**src/rtl/multibyte_add_seq.sv**
```systemverilog
// Multi-precision add/subtract sequencer: streams one byte per cycle, LSB first,
// through an external combinational 8-bit adder, chaining the carry in a register.
module multibyte_add_seq #(
  parameter int NBYTES = 4
) (
  input  logic                clk,
  input  logic                rst_n,
  input  logic                start,
  input  logic                sub,
  input  logic [8*NBYTES-1:0] op_a,
  input  logic [8*NBYTES-1:0] op_b,
  output logic                busy,
  output logic                done,
  output logic [8*NBYTES-1:0] result,
  output logic                carry_out,
  output logic                overflow,
  output logic [7:0]          add_a,
  output logic [7:0]          add_b,
  output logic                add_cin,
  input  logic [7:0]          add_s,
  input  logic                add_cout
);

  localparam int W     = 8 * NBYTES;
  localparam int IDX_W = (NBYTES > 1) ? $clog2(NBYTES) : 1;
  localparam logic [IDX_W-1:0] LAST_IDX = IDX_W'(NBYTES - 1);

  typedef enum logic [1:0] {
    S_IDLE,
    S_RUN,
    S_DONE
  } state_t;

  state_t           r_state;
  state_t           w_state_nxt;
  logic [IDX_W-1:0] r_idx;
  logic             r_carry;
  logic [W-1:0]     r_a;
  logic [W-1:0]     r_b;
  logic [W-1:0]     r_acc;
  logic [W-1:0]     r_result;
  logic             r_carry_out;
  logic             r_overflow;

  logic             w_last;
  logic [W-1:0]     w_merged;
  logic             w_ovf;

  assign w_last = (r_idx == LAST_IDX);
  assign w_ovf  = (r_a[W-1] == r_b[W-1]) && (add_s[7] != r_a[W-1]);

  // The final byte goes straight into the result so no partial value is ever visible.
  always_comb begin
    w_merged          = r_acc;
    w_merged[W-1 -: 8] = add_s;
  end

  always_ff @(posedge clk or negedge rst_n) begin
    if (!rst_n) r_state <= S_IDLE;
    else        r_state <= w_state_nxt;
  end

  // NOTE: every signal assigned in this block gets a default first, so no latch is inferred.
  always_comb begin
    w_state_nxt = r_state;
    busy        = 1'b0;
    done        = 1'b0;
    add_a       = '0;
    add_b       = '0;
    add_cin     = 1'b0;
    case (r_state)
      S_IDLE: begin
        if (start) w_state_nxt = S_RUN;
      end
      S_RUN: begin
        busy    = 1'b1;
        add_a   = r_a[{r_idx, 3'b000} +: 8];
        add_b   = r_b[{r_idx, 3'b000} +: 8];
        add_cin = r_carry;
        if (w_last) w_state_nxt = S_DONE;
      end
      S_DONE: begin
        busy        = 1'b1;
        done        = 1'b1;
        w_state_nxt = S_IDLE;
      end
      default: w_state_nxt = S_IDLE;
    endcase
  end

  // NOTE: sequential state uses non-blocking assignments so every register sees pre-edge values.
  always_ff @(posedge clk or negedge rst_n) begin
    if (!rst_n) begin
      r_idx       <= '0;
      r_carry     <= 1'b0;
      r_a         <= '0;
      r_b         <= '0;
      r_acc       <= '0;
      r_result    <= '0;
      r_carry_out <= 1'b0;
      r_overflow  <= 1'b0;
    end else begin
      case (r_state)
        S_IDLE: begin
          if (start) begin
            r_a     <= op_a;
            r_b     <= sub ? ~op_b : op_b;
            r_carry <= sub;
            r_idx   <= '0;
          end
        end
        S_RUN: begin
          // Every accumulator byte is overwritten each request, so it needs no clearing on start.
          r_acc[{r_idx, 3'b000} +: 8] <= add_s;
          r_carry                     <= add_cout;
          if (w_last) begin
            r_idx       <= '0;
            r_result    <= w_merged;
            r_carry_out <= add_cout;
            r_overflow  <= w_ovf;
          end else begin
            r_idx <= r_idx + 1'b1;
          end
        end
        default: ;
      endcase
    end
  end

  assign result    = r_result;
  assign carry_out = r_carry_out;
  assign overflow  = r_overflow;

endmodule
```
**config.mk**
```make
export PLATFORM = sky130hd
export DESIGN_NAME = multibyte_add_seq
export DESIGN_NICKNAME = d
export VERILOG_FILES = /design/src/rtl/multibyte_add_seq.sv
export SDC_FILE = /design/constraint.sdc
export NUM_CORES = 1
export LEC_CHECK = 0
export ABC_AREA = 1
export CAP_MARGIN = 30
export CORE_MARGIN = 5
export CORE_UTILIZATION = 40
export CTS_CLUSTER_DIAMETER = 200
export DETAILED_ROUTE_END_ITERATION = 16
export GPL_TIMING_DRIVEN = 0
export PLACE_DENSITY = 0.75
export SLEW_MARGIN = 20
export SYNTH_ARGS = -nofsm -noshare
export SYNTH_HDL_FRONTEND = slang
export SYNTH_SLANG_ARGS = --single-unit
```
**constraint.sdc**
```tcl
create_clock -name clk -period 2.1 [get_ports clk]
set_input_delay 0.21 -clock clk [delete_from_list [all_inputs] [get_ports clk]]
set_output_delay 0.21 -clock clk [all_outputs]
set_load 0.02 [all_outputs]
```
==> flow_metrics.tcl <==
set metrics [dict create \
    vias 5213 \
    slowest_stage "dfrtp_1" \
    drt_wl_total_mm 16.2 \
    clk_path_buf_depth 2 \
    path_max_fanout 10 \
    setup_viol 0 \
    cts_buffers 17 \
    die_h_um 133 \
    seq_area_frac_synth_pct 52.4 \
    stdcell_area_sq_um 8470 \
    cts_tree "built" \
    syn_nets 805 \
    drv_slew 0 \
    crit_path_cell_trace "inv_2 > ha_2 > buf_6 > inv_1 > buf_6 > buf_12 > a21oi_2 > buf_4" \
    cts_root_buf "clkbuf_16" \
    max_freq_mhz 493 \
    placed_area_sq_um 7610 \
    dp_cells 1037 \
    power_density_nw_per_um2 1530 \
    arrival_ns 1.82 \
    io_buffers 128 \
    row_count 45 \
    r2r_end "r_acc[5]" \
    first_global_vias 5246 \
    cp-startpoint "r_state[1]" \
    wl_per_cell_um 15.1 \
    path_buf_inv 6 \
    reg2reg_depth 9 \
    avgSynthCellArea_sq_um 8.42 \
    worstSetupEndpoint "add_b[4]" \
    ant_nets 0 \
    crit_family "buffers and inverters" \
    r2r_start "r_idx[0]" \
    clock-sinks 127 \
    area_growth_syn_to_layout_pct 39.8 \
    drive_gt1_share_pct 14.4 \
    grtUsageTotal_pct 19.0 \
    drt_pass1_iterations 5 \
    core_sq_um 15000 \
    critPathMaxStageDelay_ns 0.39 \
    netlist_instances 720 \
    fin_cells 1076 \
    drc 0 \
    synth_top_cell_by_area "dfrtp_1" \
    synth_area_sq_um 6060 \
    fin_nets 960 \
    critPathKind "reg2out" \
    maxCapViolations 0 \
    yosysTopAreaCellShare_pct 52.4 \
    drtIter0Drc 477 \
    htree_levels 4 \
    hpwl_mm 11.6 \
    grt_max_degree 85 \
    die_area_sq_um 17700 \
    worstSkewPairLatency_ns 0.42 \
    hold_viol_final 0 \
    clk_pin_slew_worst_paths_ns 0.05 \
    rrSetupSlack_ns 0.20 \
    netlist_top_cells_area "dfrtp_1, nand2_1, o21ai_0" \
    end_kind "primary output" \
    period_minus_slack_ns 2.03 \
    antennaDiodeCount 0 \
    viasPerCell 4.84 \
    ios 130 \
    period_share_pct 96.5 \
    crit_required_ns 1.89 \
    hold_path_class "in2async" \
    ys_ff_latch 127 \
    critPathMostFrequentCell "buf_6" \
    grt_overflow_total 0 \
    grt_pass1_wl_mm 26.6 \
    fin_skew_ns 0.00369 \
    ys_warn_count 0 \
    globalplace.congestion 0.865 \
    initial_core_util_pct 40.3 \
    peakVddDrop_v 0.000814 \
    crit_path_start_kind "flop" \
    outcome "finished clean" \
    utilization_pct 56.4 \
    worst_pin_slew_ns 0.480 \
    leakage_nw 3.97 \
    cp.depth 8 \
    fill_cells 1291 \
    ys_types 21 \
    slew_headroom_pct 68.0 \
    grt_antenna_before_repair 0 \
    die_w_um 133 \
]
cell usage in the layout (no fill, tap or decap), types with 17 or more instances in the layout:
| cell | synthesis | layout |
|---|---|---|
| inv_1 | 111 | 110 |
| clkbuf_16 | 0 | 17 |
| dfrtp_1 | 127 | 127 |
| nor2_1 | 46 | 46 |
| xnor2_1 | 32 | 32 |
| nand2_1 | 168 | 168 |
| nand3_1 | 35 | 35 |
| buf_6 | 7 | 17 |
| o21ai_0 | 86 | 86 |
| clkdlybuf4s50_1 | 0 | 110 |
| a21oi_2 | 20 | 27 |
report_power, final:
group	total [mW]	switching (mW)	internal [mW]	leakage, nW
combinational	5.70	3.41	2.29	2.09
sequential	4.01	0.472	3.53	1.57
clock	3.23	1.06	2.17	0.317
final cells by class:
type	instances	area (sq um)	share of cell area, %
clock inverters	9	153	1.80
repair buffers	136	1350	15.9
well taps	188	235	2.78
clock buffers	23	508	6.00
plain buffers	39	279	3.29
multi-input cells	441	2340	27.7
flip-flops and latches	127	3180	37.5
inverters	113	427	5.04
Yosys cell counts (all sizes together):
cell      n
nand3    35
xnor2    32
nand4     3
a21oi    49
nor2     47
o21ai    89
buf      26
clkbuf   13
nor3      1
ha        8
dfrtp   127
nand2   169
inv     113
o22ai     8
stage by stage:
stage / total power [mW] / TNS, ns / worst slack, ns / hold WS, ns
floorplan: 7.22 / 0 / 0.405 / -0.0856
detailed placement: 9.31 / -1.89 / -0.160 / 0.123
CTS: 12.7 / -0.00546 / -0.00546 / 0.250
global placement: 9.16 / -529.52 / -4.17 / 0.466
finish: 12.9 / 0 / 0.0730 / 0.265
global route: 13.8 / -0.0374 / -0.0109 / 0.277
metal layers:
metal / track usage [%] / wire length [um] / vias up
met3: 5.06 / 1110 / 30
met5: 0 / 0 / -
met4: 7.79 / 318 / 0
met2: 29.2 / 7570 / 169
li1: - / - / 2556
met1: 25.6 / 7240 / 2458
sequential cells by signal, indices dropped and copies added, names as in the netlist:
name       count
r_acc         24
r_b           32
r_carry        1
r_idx          2
overflow       1
carry_out      1
result        32
r_state        2
r_a           32
what timing repair did:
item	CTS	global route
endpoints found under the hold margin	43	0
gates cloned	0	0
gates resized for setup	100	25
buffers inserted	2	4
setup endpoints to repair	25	16
pin swaps	0	1
hold buffers	1	0
cell families (layout without fill, tap and decap cells):
kind of cell             Yosys count  count (layout)  share of synthesized area, %
AND/OR/NAND/NOR                  255             255                          16.9
adder cells (fa/ha/maj)            8               8                          1.65
buffers and inverters            152             320                          10.9
XOR/XNOR                          32              32                          4.63
flip-flops                       127             127                          52.4
AO/OA/AOI/OAI                    146             146                          13.5
worst min-delay path by stage:
stage / cells after the start / from / endpoint
floorplan: 0 / rst_n / carry_out
global placement: 2 / result[30] / result[30]
detailed placement: 1 / rst_n / result[28]
CTS: 3 / sub / r_b[15]
global route: 3 / sub / r_b[14]
finish: 2 / rst_n / result[28]
No activity file was read; power rests on OpenSTA's default activity.
